==> src/rtl/ps2_tx.sv <==
// ps2_tx: host-to-device PS/2 command transmitter.
//   Accepts one byte (valid_i && ready_o), inhibits the bus by holding the
//   clock low, issues the start bit, then shifts data/parity/stop on the
//   device's falling clock edges and checks the device ACK on edge 11.
// Ports:
//   clk_i, reset_i                     system clock, async active-high reset
//   data_i[7:0], valid_i, ready_o      command byte handshake
//   ps2_clk_async_i, ps2_data_async_i  raw PS/2 line levels
//   ps2_clk_oe_o, ps2_data_oe_o        1 = pull line low (open drain)
//   busy_o                             frame in progress
//   done_o / error_o                   one-cycle result pulses
module ps2_tx #(
  parameter int CLK_FREQ_HZ   = 50_000_000,
  parameter int INHIBIT_US    = 120,
  parameter int TIMEOUT_US    = 15000,
  parameter int FILTER_CYCLES = 8
) (
  input  logic       clk_i,
  input  logic       reset_i,
  input  logic [7:0] data_i,
  input  logic       valid_i,
  output logic       ready_o,
  input  logic       ps2_clk_async_i,
  input  logic       ps2_data_async_i,
  output logic       ps2_clk_oe_o,
  output logic       ps2_data_oe_o,
  output logic       busy_o,
  output logic       done_o,
  output logic       error_o
);

  localparam int    INH_CYC = CLK_FREQ_HZ / 1_000_000 * INHIBIT_US;
  // 64-bit so the product cannot overflow before the divide
  localparam longint TO_CYC = longint'(TIMEOUT_US) * longint'(CLK_FREQ_HZ) / 1_000_000;
  localparam int    INH_W   = (INH_CYC > 1) ? $clog2(INH_CYC) : 1;
  localparam int    TO_W    = $clog2(TO_CYC + 1);
  localparam int    FLT_W   = (FILTER_CYCLES > 1) ? $clog2(FILTER_CYCLES) : 1;
  localparam int    BIT_W   = $clog2(11);

  typedef enum logic [2:0] {
    S_IDLE, S_INHIBIT, S_START, S_SHIFT, S_ACK, S_RECOVER
  } state_t;

  state_t r_state, w_next;

  // ---------------- line conditioning: [0]=clock, [1]=data ----------------
  logic [1:0]            w_async;
  logic [1:0]            r_meta, r_sync, r_filt;
  logic [1:0][FLT_W-1:0] r_fcnt;
  logic                  r_clk_d;

  assign w_async = {ps2_data_async_i, ps2_clk_async_i};

  // A new level is taken only after FILTER_CYCLES consecutive differing samples.
  always_ff @(posedge clk_i or posedge reset_i) begin
    if (reset_i) begin
      r_meta  <= '1;
      r_sync  <= '1;
      r_filt  <= '1;
      r_fcnt  <= '0;
      r_clk_d <= 1'b1;
    end else begin
      r_meta  <= w_async;
      r_sync  <= r_meta;
      r_clk_d <= r_filt[0];
      for (int i = 0; i < 2; i++) begin
        if (r_sync[i] == r_filt[i]) begin
          r_fcnt[i] <= '0;
        end else if (r_fcnt[i] == FLT_W'(FILTER_CYCLES - 1)) begin
          r_filt[i] <= r_sync[i];
          r_fcnt[i] <= '0;
        end else begin
          r_fcnt[i] <= r_fcnt[i] + 1'b1;
        end
      end
    end
  end

  logic w_clk_f, w_dat_f, w_clk_fall, w_clk_edge, w_lines_hi;
  assign w_clk_f    = r_filt[0];
  assign w_dat_f    = r_filt[1];
  assign w_clk_fall = r_clk_d & ~w_clk_f;
  assign w_clk_edge = r_clk_d ^ w_clk_f;
  assign w_lines_hi = w_clk_f & w_dat_f;

  // ---------------- datapath ----------------
  logic [9:0]       r_sh;      // {stop, parity, data}, shifted out LSB first
  logic             r_dout;    // frame bit currently on the data line
  logic [BIT_W-1:0] r_bcnt;
  logic [INH_W-1:0] r_inh_cnt;
  logic [TO_W-1:0]  r_to_cnt;
  logic             r_nack;
  logic             w_timing, w_timeout, w_inh_last;

  assign w_timing   = (r_state == S_START) || (r_state == S_SHIFT) || (r_state == S_ACK);
  assign w_timeout  = w_timing && (r_to_cnt == TO_W'(TO_CYC));
  assign w_inh_last = (r_inh_cnt == INH_W'(INH_CYC - 1));

  always_ff @(posedge clk_i or posedge reset_i) begin
    if (reset_i) begin
      r_sh      <= '0;
      r_dout    <= 1'b1;
      r_bcnt    <= '0;
      r_inh_cnt <= '0;
      r_to_cnt  <= '0;
      r_nack    <= 1'b0;
    end else begin
      // Any filtered clock edge, including the one from our own release,
      // counts as bus activity.
      r_to_cnt <= (!w_timing || w_clk_edge) ? '0 : r_to_cnt + 1'b1;
      unique case (r_state)
        S_IDLE: begin
          r_inh_cnt <= '0;
          if (valid_i) r_sh <= {1'b1, ~^data_i, data_i};
        end
        S_INHIBIT: r_inh_cnt <= r_inh_cnt + 1'b1;
        S_START: begin
          r_bcnt <= '0;
          r_dout <= 1'b0;
        end
        S_SHIFT: begin
          if (w_clk_fall) begin
            r_dout <= r_sh[0];
            r_sh   <= {1'b1, r_sh[9:1]};
            r_bcnt <= r_bcnt + 1'b1;
          end
        end
        S_ACK:     if (w_clk_fall) r_nack <= w_dat_f;
        S_RECOVER: ;
        default:   ;
      endcase
    end
  end

  // ---------------- FSM ----------------
  always_ff @(posedge clk_i or posedge reset_i) begin
    if (reset_i) r_state <= S_IDLE;
    else         r_state <= w_next;
  end

  always_comb begin
    w_next = r_state;
    unique case (r_state)
      S_IDLE:    if (valid_i) w_next = S_INHIBIT;
      S_INHIBIT: if (w_inh_last) w_next = S_START;
      S_START:   w_next = w_timeout ? S_IDLE : S_SHIFT;
      S_SHIFT: begin
        if (w_timeout) w_next = S_IDLE;
        else if (w_clk_fall && r_bcnt == BIT_W'(9)) w_next = S_ACK;
      end
      S_ACK: begin
        if (w_timeout) w_next = S_IDLE;
        else if (w_clk_fall) w_next = S_RECOVER;
      end
      S_RECOVER: if (w_lines_hi) w_next = S_IDLE;
      default:   w_next = S_IDLE;
    endcase
  end

  always_comb begin
    ready_o       = 1'b0;
    busy_o        = 1'b1;
    ps2_clk_oe_o  = 1'b0;
    ps2_data_oe_o = 1'b0;
    done_o        = 1'b0;
    error_o       = 1'b0;
    unique case (r_state)
      S_IDLE: begin
        ready_o = 1'b1;
        busy_o  = 1'b0;
      end
      S_INHIBIT: begin
        ps2_clk_oe_o  = 1'b1;
        ps2_data_oe_o = w_inh_last;   // start bit goes out on the last inhibit cycle
      end
      S_START: begin
        ps2_data_oe_o = ~w_timeout;
        error_o       = w_timeout;
      end
      S_SHIFT: begin
        ps2_data_oe_o = ~r_dout & ~w_timeout;
        error_o       = w_timeout;
      end
      S_ACK: error_o = w_timeout;
      S_RECOVER: begin
        done_o  = w_lines_hi & ~r_nack;
        error_o = w_lines_hi &  r_nack;
      end
      default: busy_o = 1'b0;
    endcase
  end

endmodule

==> config.mk <==
export PLATFORM = sky130hd
export DESIGN_NAME = ps2_tx
export DESIGN_NICKNAME = d
export VERILOG_FILES = /design/src/rtl/ps2_tx.sv
export SDC_FILE = /design/constraint.sdc
export NUM_CORES = 1
export LEC_CHECK = 0
export ABC_AREA = 1
export CAP_MARGIN = 20
export CORE_ASPECT_RATIO = 2
export CORE_MARGIN = 3
export CORE_UTILIZATION = 30
export DETAILED_ROUTE_END_ITERATION = 8
export GPL_ROUTABILITY_DRIVEN = 1
export PLACE_DENSITY = 0.47
export SYNTH_ARGS = -nofsm -noshare
export SYNTH_HDL_FRONTEND = slang
export SYNTH_SLANG_ARGS = --single-unit
==> constraint.sdc <==
create_clock -name clk_i -period 3.9 [get_ports clk_i]
set_input_delay 0.39 -clock clk_i [delete_from_list [all_inputs] [get_ports clk_i]]
set_output_delay 0.39 -clock clk_i [all_outputs]
set_load 0.01 [all_outputs]
==> reports/qor.csv <==
metric,value,unit
design area,0.00414,mm2
Static Leak,1.86,nW
Layout area overhead,16.4,%
GPL Wtd Cong,0.790,
cells on worst reg2reg path,7,
asr flop ratio synth,100,%
dpl hpwl,6310,um
footprint of the multi-input gates,0.00157,mm2
Mean Syn Cell Area,8.40,um2
core outline area,0.0114,mm2
pwr/cell area,537,mW/mm2
CTS H-tree depth,3,
worst path buffer plus inverter count,1,
YS warnings,0,
Max-slew headroom,46.1,%
io pins,19,
# setup viols final,0,
Worst EP required,3.51,ns
"Clk pin slew, worst setup/hold paths",0.05,ns
Rows,55,
CP Launch Type,flop,
hold path start,r_meta[1],
drt pass-1 iters,4,
post-cts repair resize count,0,
fin util,36.2,%
"Primary FF master, synth",dfrtp_1,
total track usage,13.6,%
max cap viols,0,
Initial DRC Count,156,
Post-synth EDFFs,0,
TritonCTS buffer count,9,
"Largest delay share family, worst path",flip-flops,
max incr delay on CP,0.58,ns
post-DR wirelength/cell,13.8,um
"Hold-fix buffers, CTS",0,
register area,0.00164,mm2
TritonCTS clock tree,yes,
post-CTS setup repair buffer count,0,
final wirelength,8230,um
Slew @ Worst Pin,0.808,ns
critical path data arrival time,2.27,ns
first-pass GRT wire length,14300,um
GRT overflow,0,
antenna violations before repair,0,
"Seq/Total Area, Yosys",46.0,%
Post-DRT Antenna Nets,0,
Worst path depth,7,
Die Footprint,0.0133,mm2
largest net degree at the start of global routing,37,
drt drc,0,
fraction of layout cells with a size suffix above 1,13.2,%
CTS sink count,65,
maximum VDD drop,240,uV
final cycle utilization of the critical path,68.2,%
Final Non-Filler Cells,596,
RSZ-0062 raised after global routing,false,
chip height,160,um
critical path type,reg -> out,
worst reg-to-reg setup slack,1.98,ns
setup tns final,0,ns
Initial Util,31.1,%
Antenna diodes,0,
dpl ws,1.60,ns
final slew viol count,0,
Placed Area,0.00388,mm2
Longest Clk Path Bufs,2,
status,finished clean,
clk_lat worst skew,0.33,ns
total power draw,2.22,mW
placed cells,580,
worst-path fanout max,8,
cell area after synthesis,0.00355,mm2
Post-Syn Instances,423,
Slowest cell on crit path,dfrtp_1,
FMAX,0.376,GHz
Layout Skew,0.00445,ns
"FF+latch count, synth",65,
fin crit period,2.66,ns
Final Hold Fails,0,
CP startpoint,r_state[2],
reg-to-reg startpoint,r_state[2],
"Distinct cells, synth",40,
Layout Nets,472,
hold_ws,0.355,ns
Syn Nets,446,
Hold EP,r_sync[1],
Root Driver,clkbuf_16,
setup ws final,1.24,ns
vias per cell,4.76,
RR Endpoint,r_to_cnt[4],
vias post-DR,2839,
critical path cell sequence,nor2_4 > a21oi_1 > nor2_2 > nand2_2 > nand2_1 > nand3_1 > clkdlybuf4s50_1,
chip width,83.0,um
Hold Path Cell Cnt,0,
min-delay worst type,reg -> reg,
fill count,1240,
IO Port Bufs,18,
number of global-route vias before repair,3028,
Worst Setup End Kind,primary output,
## final cells by class
class	count	area share, %
clock buffer	12	5.72
tap	142	4.29
inverter	77	7.11
clock inverter	4	0.484
multi-input combinational	275	37.9
timing repair buffer	21	4.90
sequential	65	39.6
## cell usage after synthesis, drive strengths merged (9+ instances only)
library cell   n  area share [%]
nand2         73             8.0
nand3         29             4.2
nor2          51             6.5
dfrtp         57              40
nand4         10             2.1
o211ai        10             2.5
o21ai         32             5.5
ha            10             3.5
xnor2          9             2.2
a21oi         15             2.1
inv           77             8.3
nor3           9             1.4
## cells in the final DEF (no fill, tap or decap), types with 4 or more instances in the layout
cell type	n
a21oi_1	15
clkbuf_16	9
clkdlybuf4s50_1	18
clkinv_2	4
dfrtp_1	57
dfstp_2	8
ha_1	10
inv_1	69
inv_2	6
nand2_1	69
nand2_2	4
nand3_1	28
nand4_1	8
nor2_1	43
nor2_2	4
nor2_4	4
nor3_1	8
o211ai_1	9
o21ai_0	23
o21ai_2	9
o22ai_1	6
xnor2_1	9
## cell families after synthesis
kind of cell    share of synthesized area [%]
compound gates                           13.6
simple gates                             23.8
buf+inv                                  9.79
xor+xnor                                 2.96
flops                                    46.0
mux                                     0.282
fa+ha+maj                                3.52
## power breakdown
part / total, mW / internal, mW / switching [mW]
combinational: 0.644 / 0.229 / 0.415
clock: 0.710 / 0.425 / 0.284
sequential: 0.869 / 0.797 / 0.0719
total: 2.22 / 1.45 / 0.771
## flip-flops by register name, indices dropped and copies added (netlist names)
signal / count
r_state: 3
r_meta: 2
r_bcnt: 4
r_nack: 1
r_sync: 2
r_sh: 10
r_fcnt: 6
r_to_cnt: 20
r_clk_d: 1
r_inh_cnt: 13
r_dout: 1
r_filt: 2
## metal layers
metal	vias to the layer above	track usage [%]	share of wire, %
met1	1329	12.9	36
met5	-	0	0
met3	23	3.51	2.6
met2	50	26.0	58
li1	1437	-	-
met4	0	7.07	4.0
## worst max-delay path by stage
stage / end
global route: ps2_data_oe_o
global placement: ps2_data_oe_o
floorplan: r_bcnt[0]
detailed placement: ps2_data_oe_o
finish: ps2_data_oe_o
CTS: ps2_data_oe_o
Power figures use the tool's default switching activity.
